$ cat config.mk
export PLATFORM = sky130hd
export DESIGN_NAME = risc_v_operand_stage
export DESIGN_NICKNAME = d
export VERILOG_FILES = /design/src/rtl/risc_v_operand_stage_pkg.sv /design/src/rtl/risc_v_regfile.sv /design/src/rtl/risc_v_operand_stage.sv
export SDC_FILE = /design/constraint.sdc
export NUM_CORES = 2
export LEC_CHECK = 0
export ABC_CLOCK_PERIOD_IN_PS = 3260
export BUFFER_PORTS_ARGS = -buffer_cell sky130_fd_sc_hd__buf_2
export CAP_MARGIN = 20
export CORE_UTILIZATION = 45
export DETAILED_ROUTE_END_ITERATION = 10
export PLACE_DENSITY = 0.72
export SLEW_MARGIN = 5
export SYNTH_ARGS = -nofsm -noshare
export SYNTH_HDL_FRONTEND = slang
export SYNTH_SLANG_ARGS = --single-unit
$ cat constraint.sdc
create_clock -name clk -period 3.26 [get_ports clk]
set_input_delay 0.489 -clock clk [delete_from_list [all_inputs] [get_ports clk]]
set_output_delay 0.489 -clock clk [all_outputs]
set_load 0.01 [all_outputs]
$ cat src/rtl/risc_v_operand_stage_pkg.sv
// rtl/risc_v_operand_stage_pkg.sv - shared types, instruction match patterns and immediate helper
package risc_v_operand_stage_pkg;

  typedef logic [4:0]  reg_idx_t;
  typedef logic [31:0] instruction_t;

  typedef enum logic [2:0] {
    FMT_R,
    FMT_I,
    FMT_SHIFT,
    FMT_U,
    FMT_BAD
  } operand_fmt_t;

  localparam logic [31:0] M_R_BASE = 32'b0000000_?????_?????_???_?????_0110011;
  localparam logic [31:0] M_SUB    = 32'b0100000_?????_?????_000_?????_0110011;
  localparam logic [31:0] M_SRA    = 32'b0100000_?????_?????_101_?????_0110011;
  localparam logic [31:0] M_ADDI   = 32'b????????????_?????_000_?????_0010011;
  localparam logic [31:0] M_SLTI   = 32'b????????????_?????_010_?????_0010011;
  localparam logic [31:0] M_SLTIU  = 32'b????????????_?????_011_?????_0010011;
  localparam logic [31:0] M_XORI   = 32'b????????????_?????_100_?????_0010011;
  localparam logic [31:0] M_ORI    = 32'b????????????_?????_110_?????_0010011;
  localparam logic [31:0] M_ANDI   = 32'b????????????_?????_111_?????_0010011;
  localparam logic [31:0] M_SLLI   = 32'b0000000_?????_?????_001_?????_0010011;
  localparam logic [31:0] M_SRLI   = 32'b0000000_?????_?????_101_?????_0010011;
  localparam logic [31:0] M_SRAI   = 32'b0100000_?????_?????_101_?????_0010011;
  localparam logic [31:0] M_LUI    = 32'b????????????????????_?????_0110111;
  localparam logic [31:0] M_AUIPC  = 32'b????????????????????_?????_0010111;

  function automatic logic [31:0] imm_sext12(input logic [11:0] imm);
    return {{20{imm[11]}}, imm};
  endfunction

endpackage

$ cat src/rtl/risc_v_regfile.sv
// rtl/risc_v_regfile.sv - 2R1W register file with write-before-read bypass and hardwired x0
module risc_v_regfile
  import risc_v_operand_stage_pkg::*;
#(
  parameter int XLEN  = 32,
  parameter int NREGS = 32
) (
  input  logic            clk,
  input  logic            reset_n,
  input  reg_idx_t        raddr1,
  output logic [XLEN-1:0] rdata1,
  input  reg_idx_t        raddr2,
  output logic [XLEN-1:0] rdata2,
  input  logic            we,
  input  reg_idx_t        waddr,
  input  logic [XLEN-1:0] wdata
);

  logic [XLEN-1:0] regs_q [NREGS];
  logic [XLEN-1:0] regs_d [NREGS];

  always_comb begin
    regs_d = regs_q;
    if (we && waddr != '0) regs_d[waddr] = wdata;
  end

  always_ff @(posedge clk) begin
    if (!reset_n) begin
      for (int i = 0; i < NREGS; i++) regs_q[i] <= '0;
    end else begin
      regs_q <= regs_d;
    end
  end

  // A write landing this cycle is visible to a read of the same register.
  always_comb begin
    rdata1 = regs_q[raddr1];
    rdata2 = regs_q[raddr2];
    if (we && waddr == raddr1) rdata1 = wdata;
    if (we && waddr == raddr2) rdata2 = wdata;
    if (raddr1 == '0) rdata1 = '0;
    if (raddr2 == '0) rdata2 = '0;
  end

endmodule

$ cat src/rtl/risc_v_operand_stage.sv
// rtl/risc_v_operand_stage.sv - decode/operand stage with scoreboard stall feeding the ALU
module risc_v_operand_stage
  import risc_v_operand_stage_pkg::*;
#(
  parameter int XLEN  = 32,
  parameter int NREGS = 32
) (
  input  logic            clk,
  input  logic            reset_n,
  input  logic            in_valid,
  output logic            in_ready,
  input  instruction_t    in_instr,
  input  logic [XLEN-1:0] in_pc,
  output logic            ex_enable,
  input  logic            ex_ready,
  output logic [31:0]     ex_instr,
  output logic [XLEN-1:0] ex_operand1,
  output logic [XLEN-1:0] ex_operand2,
  output logic [XLEN-1:0] ex_pc,
  output reg_idx_t        ex_rd,
  input  logic            flush,
  input  logic            wb_we,
  input  reg_idx_t        wb_rd,
  input  logic [XLEN-1:0] wb_data,
  output logic            illegal
);

  logic [NREGS-1:0] pending_q, pending_d;
  logic             ex_enable_q, ex_enable_d;
  logic [31:0]      ex_instr_q, ex_instr_d;
  logic [XLEN-1:0]  ex_operand1_q, ex_operand1_d;
  logic [XLEN-1:0]  ex_operand2_q, ex_operand2_d;
  logic [XLEN-1:0]  ex_pc_q, ex_pc_d;
  reg_idx_t         ex_rd_q, ex_rd_d;
  logic             illegal_q, illegal_d;

  reg_idx_t         rs1, rs2, rd, dst;
  operand_fmt_t     fmt;
  logic             uses_rs1, uses_rs2, hazard, issue, issue_ok;
  logic [XLEN-1:0]  rdata1, rdata2, op1, op2;

  assign rs1 = in_instr[19:15];
  assign rs2 = in_instr[24:20];
  assign rd  = in_instr[11:7];

  risc_v_regfile #(.XLEN(XLEN), .NREGS(NREGS)) u_regfile (
    .clk     (clk),
    .reset_n (reset_n),
    .raddr1  (rs1),
    .rdata1  (rdata1),
    .raddr2  (rs2),
    .rdata2  (rdata2),
    .we      (wb_we),
    .waddr   (wb_rd),
    .wdata   (wb_data)
  );

  always_comb begin
    fmt = FMT_BAD;
    casez (in_instr)
      M_R_BASE, M_SUB, M_SRA:                         fmt = FMT_R;
      M_ADDI, M_SLTI, M_SLTIU, M_XORI, M_ORI, M_ANDI: fmt = FMT_I;
      M_SLLI, M_SRLI, M_SRAI:                         fmt = FMT_SHIFT;
      M_LUI, M_AUIPC:                                 fmt = FMT_U;
      default:                                        fmt = FMT_BAD;
    endcase
  end

  assign uses_rs1 = (fmt == FMT_R) || (fmt == FMT_I) || (fmt == FMT_SHIFT);
  assign uses_rs2 = (fmt == FMT_R);
  assign dst      = (fmt == FMT_BAD) ? '0 : rd;

  // A register retiring through write-back this cycle no longer blocks.
  always_comb begin
    hazard = 1'b0;
    if (uses_rs1 && pending_q[rs1] && !(wb_we && wb_rd == rs1)) hazard = 1'b1;
    if (uses_rs2 && pending_q[rs2] && !(wb_we && wb_rd == rs2)) hazard = 1'b1;
    if (dst != '0 && pending_q[dst] && !(wb_we && wb_rd == dst)) hazard = 1'b1;
  end

  assign in_ready = reset_n && !hazard && (!ex_enable_q || ex_ready) && !flush;
  assign issue    = in_valid && in_ready;
  assign issue_ok = issue && (fmt != FMT_BAD);

  always_comb begin
    op1 = rdata1;
    op2 = rdata2;
    case (fmt)
      FMT_I:     op2 = imm_sext12(in_instr[31:20]);
      FMT_SHIFT: op2 = XLEN'(in_instr[24:20]);
      FMT_U: begin
        op1 = {in_instr[31:12], 12'b0};
        op2 = '0;
      end
      default: ;
    endcase
  end

  always_comb begin
    pending_d     = pending_q;
    ex_enable_d   = ex_enable_q;
    ex_instr_d    = ex_instr_q;
    ex_operand1_d = ex_operand1_q;
    ex_operand2_d = ex_operand2_q;
    ex_pc_d       = ex_pc_q;
    ex_rd_d       = ex_rd_q;
    illegal_d     = issue && (fmt == FMT_BAD);
    if (wb_we && wb_rd != '0) pending_d[wb_rd] = 1'b0;
    if (flush) begin
      ex_enable_d = 1'b0;
      if (ex_enable_q && ex_rd_q != '0) pending_d[ex_rd_q] = 1'b0;
    end else if (issue_ok) begin
      ex_enable_d   = 1'b1;
      ex_instr_d    = in_instr;
      ex_operand1_d = op1;
      ex_operand2_d = op2;
      ex_pc_d       = in_pc;
      ex_rd_d       = dst;
      if (dst != '0) pending_d[dst] = 1'b1;
    end else if (ex_ready) begin
      ex_enable_d = 1'b0;
    end
    pending_d[0] = 1'b0;
  end

  always_ff @(posedge clk) begin
    if (!reset_n) begin
      pending_q     <= '0;
      ex_enable_q   <= 1'b0;
      ex_instr_q    <= '0;
      ex_operand1_q <= '0;
      ex_operand2_q <= '0;
      ex_pc_q       <= '0;
      ex_rd_q       <= '0;
      illegal_q     <= 1'b0;
    end else begin
      pending_q     <= pending_d;
      ex_enable_q   <= ex_enable_d;
      ex_instr_q    <= ex_instr_d;
      ex_operand1_q <= ex_operand1_d;
      ex_operand2_q <= ex_operand2_d;
      ex_pc_q       <= ex_pc_d;
      ex_rd_q       <= ex_rd_d;
      illegal_q     <= illegal_d;
    end
  end

  assign ex_enable   = ex_enable_q;
  assign ex_instr    = ex_instr_q;
  assign ex_operand1 = ex_operand1_q;
  assign ex_operand2 = ex_operand2_q;
  assign ex_pc       = ex_pc_q;
  assign ex_rd       = ex_rd_q;
  assign illegal     = illegal_q;

endmodule
==> impl_metrics.toml <==
[drt]
num_vias = 56100
drt_iter0_drc = 8757
postRouteAntennaNets = 0
wl_met3_um = 35200
met1_length_um = 85500
drc_errors = 0
routed_via_density = 6.56
route.met2.wl_um = 106000
firstDrtPassIters = 9
highest_layer = "met5"
post_drt_wl_per_cell_um = 28.8
wl_um = 246000

[critical_path]
slowest_stage = "dfxtp_1"
required_ns = 2.77
cp_slowest_stage_delay_ns = 0.49
reg2reg_to = "ex_operand2[21]$_SDFFE_PN0P_"
timing.rr.start = "pending_q[7]$_SDFF_PN0_"
cp.depth = 9
cp-endpoint = "in_ready"
crit_arrival_ns = 2.87
critPathBufInv = 2
critPathKind = "flip-flop to output pin"
crit_fanout = 4
startpoint = "pending_q[7]$_SDFF_PN0_"
ff2ff_setup_slack_ns = 0.38
crit_chain = "mux4_1 -> o22ai_2 -> a2111oi_0 -> a21oi_1 -> o21a_1 -> o21ai_2 -> a21oi_2 -> buf_4 -> buf_6"
rr_worst_depth = 10
cp_top_family = "compound AO/OA/AOI/OAI gates"
startpoint_type = "flip-flop"
end_kind = "output pin"

[pwr]
vdd_drop_max_mv = 0.432
power.density_nw_per_um2 = 452
cellLeakagePower_nw = 24.5
p_total_w = 0.0323

[sta]
fin_crit_sh = 1.03
setup_viol = 1
totalNegativeSetupSlack_ns = -0.100
layout_min_cycle_time_ns = 3.36
hold_violations = 0
fmax_ghz = 0.298
tightest_slew_ns = 1.09
worst_slack_ns = -0.100
fin_skew_ns = 0.0500
slew_viol_final = 0
rsz0062_at_grt = "true"
max_slew_margin = 0.270

[hold_path]
hp-class = "primary input to flip-flop"

[global_route]
grt_pass1_wl_um = 358000
grt_max_degree = 258
overflow = 0
grt_pass1_vias = 53800
antenna_found_initial = 14
grt_usage = 0.342

[synthesis]
synthCells = 6644
synth_fa_ha_area_frac = 0
syn-num-nets = 6751
synthFlopType = "dfxtp_1"
synth.avg_cell_area_um2 = 9.40
synth_edf_count = 0
async_flop_share = 0
syn_area_um2 = 62500
ys_seq_area_frac = 0.381
synthTopCellsByCount = "2257 x nand2_1, 1190 x dfxtp_1, 993 x a21boi_0"
synth.largest_area_cell = "dfxtp_1"
ys_warn_count = 0
synth_compound_area_frac = 0.160
ys_ff_latch = 1190
synth_xor_area_frac = 0.00182
synth_area_leaders = "dfxtp_1 38%, mux4_2 20%, nand2_1 14%"
ys_types = 68
synth_top_family_by_area = "multiplexers"
synth_simple_gate_area_frac = 0.162
synth_top_area_share = 0.381
muxShareOfSynthArea = 0.248
synth.most_common_cell = "nand2_1"

[cells_and_area]
layout-drive-gt1-share = 0.222
utilization = 0.519
area_growth_pct = 14.4
fin_nets = 6760

[clocking]
cts_buffers = 117
h-tree-depth = 3
clk_latency_ns = 0.77
path_clk_slew_ns = 0.07
clock-sinks = 1190
root_buffer = "clkbuf_16"
cts_tree = "built"
clockBufferDepth = 3

[die]
dieArea_um2 = 140000
initial_core_util = 0.454
rows = 136
chipHeight_um = 375
die_w_um = 375
num_io_pins = 243
coreArea_um2 = 138000

[placement]
post-place-ws_ns = 0.0253
place.gp.congestion = 0.970
dpl.hpwl_um = 148000
portBuffers = 242

[run]
maxCapViolations = 0

[outcome]
status = "complete, but fails checks"
violations = "setup timing"
## layout by cell type (no fill, tap or decap), types with 10 or more instances in the layout
cell and instances:
o221ai_1 26, o2111ai_1 32, clkbuf_1 18, o21ai_0 68, and2_1 42, dlygate4sd3_1 31, a221o_1 12, nor2_1 57
o22ai_1 22, buf_2 233, nand2b_1 14, a211oi_1 12, o31ai_1 10, clkinv_2 29, nand3_2 11, clkbuf_8 25
a221oi_1 36, a21boi_0 993, clkbuf_16 119, mux2i_1 210, dfxtp_2 13, nor3_2 11, buf_4 248, nor3_1 22
mux2_2 48, mux4_2 567, nor2_4 14, nand2_1 2236, nand2_2 21, nand3_1 25, buf_12 84, o211ai_1 20
a21oi_1 61, nor2b_1 10, bufinv_16 17, dfxtp_1 1177, nand4_1 36
## worst min-delay path by stage
| stage | slack, ns | depth (start not counted) | endpoint | from |
|---|---|---|---|---|
| floorplan | 0.44 | 1 | u_regfile.regs_q[1005]$_SDFFE_PN0P_ | u_regfile.regs_q[1005]$_SDFFE_PN0P_ |
| global placement | 0.44 | 2 | ex_pc[15]$_SDFFE_PN0P_ | ex_pc[15]$_SDFFE_PN0P_ |
| detailed placement | 0.45 | 2 | ex_instr[18]$_SDFFE_PN0P_ | ex_instr[18]$_SDFFE_PN0P_ |
| CTS | 0.001 | 3 | ex_enable$_SDFFE_PP0P_ | ex_ready |
| global route | 0.05 | 3 | ex_pc[4]$_SDFFE_PN0P_ | in_pc[4] |
| finish | 0.03 | 3 | ex_enable$_SDFFE_PP0P_ | ex_ready |
## registers in the layout, indices dropped and copies added (netlist names)
register,flops
ex_enable,1
ex_instr,32
ex_operand1,32
ex_operand2,32
ex_pc,32
ex_rd,5
illegal,1
pending_q,31
u_regfile.regs_q,1024
## cells by family after synthesis
family                    after synthesis
xor gates and xnor gates               13
buffers and inverters                 719
muxes                                 830
and+or+nand+nor                      2551
AOI/OAI and AO/OA                    1341
DFF                                  1190
## through the flow
step | hold WS, ns | cells | instance area (um^2)
2_1_floorplan | 0.443 | 6644 | 62500
3_3_place_gp | 0.438 | 8293 | 66800
3_5_place_dp | 0.448 | 8293 | 66800
4_1_cts | 0.00134 | 8545 | 71400
5_1_grt | 0.0461 | 8547 | 71400
6_report | 0.0315 | 8554 | 71400
## metal layers
metal / global-route usage / up-vias
li1: - / 23400
met1: 0.422 / 27100
met2: 0.508 / 4449
met3: 0.103 / 1204
met4: 0.247 / 14
met5: 0.000343 / -
## report_power, final
part	internal, W	switching (W)
Combinational	0.00104	0.00176
Clock	0.00861	0.00622
Sequential	0.0146	0.0000684
Total	0.0243	0.00805
## worst register-to-register path: cells and delay by family, from the launching register on
kind | cells | cell delay (ns)
AND/OR/NAND/NOR | 1 | 0.15
AO/OA/AOI/OAI | 5 | 1.09
buffers and inverters | 2 | 0.41
flip-flops | 1 | 0.49
multiplexers | 2 | 0.64
## what timing repair did
item                       CTS  global route
hold endpoints to repair    31             0
gates resized for setup     11            14
hold buffers                31             0
setup endpoints to repair    1             1
pin swaps                    3             4
buffers inserted             3             1
## cell type report
| cell class | count | area [um^2] |
|---|---|---|
| antenna | 8 | 20.0 |
| clock buffer | 162 | 3390 |
| clock inverter | 56 | 790 |
| fill | 11900 | 66200 |
| inverter | 7 | 31.3 |
| multi-input combinational | 4735 | 36000 |
| sequential | 1190 | 23800 |
| tap | 1794 | 2240 |
| timing repair buffer | 602 | 5110 |
Note: power is estimated with default switching activity, not from simulation.
